`config.mk`:
```
export PLATFORM = sky130hd
export DESIGN_NAME = fetch_stage
export DESIGN_NICKNAME = d
export VERILOG_FILES = /design/src/rtl/fetch_stage.sv
export SDC_FILE = /design/constraint.sdc
export NUM_CORES = 1
export LEC_CHECK = 0
export ABC_CLOCK_PERIOD_IN_PS = 2200
export BUFFER_PORTS_ARGS = -buffer_cell sky130_fd_sc_hd__buf_2
export CAP_MARGIN = 20
export CORE_AREA = 4 4 114 116
export CTS_CLUSTER_DIAMETER = 200
export DETAILED_ROUTE_END_ITERATION = 8
export DIE_AREA = 0 0 118 120
export GPL_TIMING_DRIVEN = 0
export PLACE_DENSITY = 0.7
export SYNTH_ARGS = -nofsm -noshare
export SYNTH_HDL_FRONTEND = slang
export SYNTH_SLANG_ARGS = --single-unit
```
`constraint.sdc`:
```
create_clock -name clk -period 2.2 [get_ports clk]
set_clock_uncertainty 0.1 [all_clocks]
set_input_delay 0.33 -clock clk [delete_from_list [all_inputs] [get_ports clk]]
set_output_delay 0.33 -clock clk [all_outputs]
set_load 0.05 [all_outputs]
```
`src/rtl/fetch_stage.sv`:
```
// rtl/fetch_stage.sv - instruction fetch stage: owns the PC, fetches one word at a time,
// hands it to decode and halts with a sticky fault on a misaligned next PC.
module fetch_stage #(
  parameter logic [31:0] RESET_PC = 32'h0000_0000
) (
  input  logic        clk,
  input  logic        reset,
  output logic        imem_req,
  output logic [31:0] imem_addr,
  input  logic        imem_ready,
  input  logic [31:0] imem_rdata,
  input  logic [31:0] next_pc,
  input  logic        stall,
  output logic [31:0] i_fetch,
  output logic [31:0] pc,
  output logic        fetch_valid,
  output logic        fetch_fault,
  output logic [31:0] instr_count
);

  typedef enum logic [1:0] {
    S_FETCH = 2'd0,
    S_VALID = 2'd1,
    S_FAULT = 2'd2
  } state_t;

  state_t state;
  state_t state_nxt;
  logic   take_word;
  logic   handoff;
  logic   misaligned;

  assign misaligned = (next_pc[1:0] != 2'b00);
  assign imem_addr  = pc;

  always_comb begin
    state_nxt = state;
    imem_req  = 1'b0;
    take_word = 1'b0;
    handoff   = 1'b0;
    case (state)
      S_FETCH: begin
        imem_req = 1'b1;
        if (imem_ready) begin
          take_word = 1'b1;
          state_nxt = S_VALID;
        end
      end
      S_VALID: begin
        if (!stall) begin
          handoff   = 1'b1;
          state_nxt = misaligned ? S_FAULT : S_FETCH;
        end
      end
      S_FAULT: state_nxt = S_FAULT;
      default: state_nxt = S_FETCH;
    endcase
    // A request must never be visible while reset is held, even though state is already FETCH.
    if (reset) begin
      imem_req = 1'b0;
    end
  end

  always_ff @(posedge clk) begin
    if (reset) begin
      state       <= S_FETCH;
      pc          <= RESET_PC;
      i_fetch     <= 32'h0;
      fetch_valid <= 1'b0;
      fetch_fault <= 1'b0;
      instr_count <= 32'h0;
    end else begin
      state <= state_nxt;
      if (take_word) begin
        i_fetch     <= imem_rdata;
        fetch_valid <= 1'b1;
      end
      // The offending PC is still loaded on a fault so it can be inspected afterwards.
      if (handoff) begin
        instr_count <= instr_count + 32'd1;
        fetch_valid <= 1'b0;
        pc          <= next_pc;
        if (misaligned) begin
          fetch_fault <= 1'b1;
        end
      end
    end
  end

endmodule

```
# == Word-level counts from Yosys, hierarchy flattened ==
# Index checks and enable logic that the tools add are counted.
# classes
order_cmp,0
n_div,0
n_addsub,1
muxes,10
eq_ne,4
bitwise,0
n_shift,0
n_reduce_logical,5
mul,0
# ops
cell,n
$add 32x1->32 const B,1
$mux 1,6
$mux 2,3
$pmux 2 s3,1
$ne 2x2->1 const B,2
$reduce_and 2->1,2
$eq 2x1->1 const B,1
$eq 2x2->1 const B,1
$logic_not 2->1,1
$reduce_bool 2->1,1
$reduce_or 2->1,1
# totals
memories,0
input_bits,68
mem_bits_rw,0
reg_bits,100
rom_bits,0
latchBits,0
out_inout_bits,131

# == Depth between registers and ports, before layout ==
# logic_depth
word_depth,4
ltp_mapped,6
mapped_depth_nobuf,5

# == Worst setup path before layout ==
# No wires, ideal clock.
# synth_path
path_kind,flip-flop to flip-flop
from,register instr_count[14]
to,register instr_count[27]
required_time_ps,1977
setup_time_ps,123
setup_slack_ps,-233
arrival_ps,2210
stages_incl_launch_ff,6
period_less_slack_ps,2433
path_cell_list,dfxtp_1 > nand4_2 > or4_4 > buf_6 > nor4_1 > mux2_1
# synth_between
elab_chain_cells,1
# synth_rtl
element,line_no,source
start: declaration,18,output logic [31:0] instr_count
start signal: assignment,80,instr_count <= instr_count + 32'd1;
$add 32x1->32,80,
# Every way passes these cells.
# A chain may end at the register's enable or synchronous reset.

# == Worst setup path after layout ==
# layout_path
from,register instr_count[15]
to,register instr_count[29]
# The elaborated chain is that of the path after synthesis.

==> results by group <==
Clock network
  – CTS max path bufs: 2
  – CTS clock-pin slew for the worst setup and hold paths: about 0.07 ns
  – Total clock sinks: 100
  – Num CTS Buffers: 9
  – TritonCTS clock tree: built
  – CTS Root Cell: clkbuf_16
  – Clock insertion delay at the later pin of the skew report: roughly 0.33 ns
  – Hold buffer count at CTS: 0
  – H-tree Lvls: 3

Route
  – First-iteration detailed-routing DRC count: 248
  – Drt wl/cell: 13.6 um
  – Detailed Route WL: 11.8 mm
  – Vias per cell: 4.71
  – Post-route DRC: 0
  – DR vias: 4107
  – Antenna-violating nets left: 0
  – TritonRoute pass-1 iters: 4

GRT
  – Initial antenna violation count: 0
  – Vias in the first global route: 3907
  – Largest net degree at the start of global routing: 17
  – GRT Util Overall: 16.0%
  – First-pass GRT wire length: 18.8 mm
  – Global route total overflow: 0

Power and ir drop
  – Sw Share: 28.9%
  – Seq pwr share: between 40% and 50%
  – Sw Pwr: ~0.0012 W
  – Power per cell area: roughly 750 nW/um^2
  – Clock network power share: 38.5%
  – Internal power: 0.00301 W
  – Peak VDD IR: 0.000438 V
  – Leak: 2.60 nW
  – Logic gate share of total power: 16.2%

Floorplan
  – Core ar.: 11900 sq um
  – Die W: between 100 and 150 um
  – Die area: 14200 sq um
  – I/O pin cnt: 199
  – # rows: 40
  – Die H: between 100 and 150 um
  – Initial Util: 34.5%

Cells and area
  – Area added between synthesis and finish: 37.3%
  – Post-route design area: 5650 sq um
  – Ant. Diodes: 0
  – NumNets Final: 789
  – Share of layout cells above drive strength 1: 37.9%

Min path
  – Hold Crit Class: input pin to flop

Yosys
  – Synth Warn #: 0
  – Top cells by area, synth: dfxtp_1 (49%), nand2_1 (13%), a21oi_1 (10%)
  – Top cell type by total area after synthesis: dfxtp_1
  – Synth cell types: 38
  – Yosys reg bits: 100
  – Post-synth EDFFs: 0
  – Cells after Synth: 509
  – Synth top area share: between 40% and 50%
  – Ys flop type: dfxtp_1
  – Seq/Total Area, Yosys: 48.7%
  – Async SR Flop Fraction: 0%
  – Synthesized Nets: 578
  – Mapped Area: 4110 sq um
  – Cell with the most instances after synthesis: nand2_1
  – Most frequent cells after synthesis: nand2_1 (143), dfxtp_1 (100), a21oi_1 (84)
  – Post-Synthesis Mean Instance Area: 8.08 sq um

Setup path
  – CP Capture Type: flop
  – Crit path kind: flop to flop
  – Crit Path Max Fanout: 10
  – CP Launch Type: flop
  – CP arrival: 2.24 ns
  – Critical path required time: 2.32 ns

Place
  – Post-DP HPWL: between 8 and 9 mm
  – Port Buffers: 198
  – GPL Wtd Cong: 0.815
  – Post-Place Cell Area: between 5000 and 6000 sq um
  – Pre-CTS setup slack: 0.0184 ns

STA
  – Final slew viol count: 0
  – Setup ws final: 0.0848 ns
  – Min cycle time layout: 2.12 ns
  – Unrepaired setup endpoints after global routing: yes
  – # setup viols final: 0
  – Final Cycle Share: 96.1%
  – Slew @ Worst Pin: 0.662 ns
  – Max Fclk: roughly 0.47 GHz
  – Fin. Hold Viols: 0
  – Relative slew slack: 55.9%

Outcome
  – Status: finished clean

Flow run
  – Max Cap Viol: 0
==> cell families after synthesis <==
| group | after synthesis | synth area share (%) |
|---|---|---|
| fa+ha+maj | 1 | 0.304 |
| compound gates | 103 | 13.2 |
| simple gates | 223 | 25.2 |
| mux | 4 | 1.10 |
| flops | 100 | 48.7 |
| buf+inv | 68 | 9.34 |
| xor+xnor | 10 | 2.13 |
==> worst paths after layout <==
| check | start | slack (ns) | depth (start not counted) | end |
|---|---|---|---|---|
| setup / recovery | instr_count[15]$_SDFFE_PP0P_ | 0.08 | 5 | instr_count[29]$_SDFFE_PP0P_ |
| hold / removal | next_pc[27] | 0.13 | 3 | imem_addr[27]$_SDFFE_PP0P_ |
| setup reg to reg | instr_count[15]$_SDFFE_PP0P_ | 0.08 | 5 | instr_count[29]$_SDFFE_PP0P_ |
| hold reg to reg | fetch_fault$_SDFFE_PP0P_ | 0.35 | 2 | fetch_fault$_SDFFE_PP0P_ |
==> stage by stage <==
stage	hold WS, ns	cells	TNS [ns]	util [%]	total power (W)
global placement	0.338	854	0	44.5	0.00265
detailed placement	0.343	854	0	44.5	0.00265
global route	0.117	872	-0.00759	47.4	0.00442
finish	0.127	872	0	47.4	0.00424
CTS	0.111	870	0	47.2	0.00429
floorplan	0.366	509	0	-	0.00245
==> final cells by class <==
cell class	instances	area [sq um]
clock inverter	5	58.8
sequential	100	2020
fill	1232	6270
buffer	63	367
inverter	5	18.8
clock buffer	11	254
multi-input combinational	341	1740
timing repair buffer	200	1010
tap	147	184
==> placed cells by master, fill, tap and decap left out, types with 5 or more instances in the layout <==
cell,count
o21ai_0,8
nand4_1,7
or4_1,9
nand3_1,8
buf_4,34
nor2_1,16
nand2_1,143
buf_2,199
or3_1,6
o31ai_1,10
inv_1,5
dfxtp_2,11
clkbuf_16,10
clkbuf_1,28
dfxtp_1,88
a21oi_1,84
xor2_1,7
==> worst max-delay path, cell delays in order (launching register included) <==
cell and delay, ns:
dfxtp_2 0.37, nand4_2 0.17, or4_4 0.58, buf_6 0.16
nor4_1 0.29, mux2_1 0.34
==> state kept, by name, indices dropped and copies added, names as in the netlist <==
name and flops:
i_fetch 32, state 2, imem_addr 32, fetch_valid 1
instr_count 32, fetch_fault 1
==> layer usage <==
layer | up-vias | share of wire, % | global-route usage (%)
li1 | 2101 | - | -
met1 | 1848 | 44 | 19.7
met2 | 139 | 47 | 27.0
met3 | 19 | 6.8 | 4.19
met4 | 0 | 2.1 | 6.01
met5 | - | 0 | 0
==> what timing repair did <==
item,in CTS,in global routing
gates resized for setup,0,4
hold endpoints to repair,0,0
setup endpoints to repair,0,10
setup buffers,0,2
==> power groups by stage <==
stage                     clock (W)  combinational, W  sequential (W)
after floorplan                   0          0.000267         0.00218
after global placement            0          0.000691         0.00196
after detailed placement          0          0.000694         0.00196
after CTS                   0.00168          0.000695         0.00192
after global routing        0.00175          0.000740         0.00193
final                       0.00163          0.000686         0.00192
(Power assumes the default switching activity.)
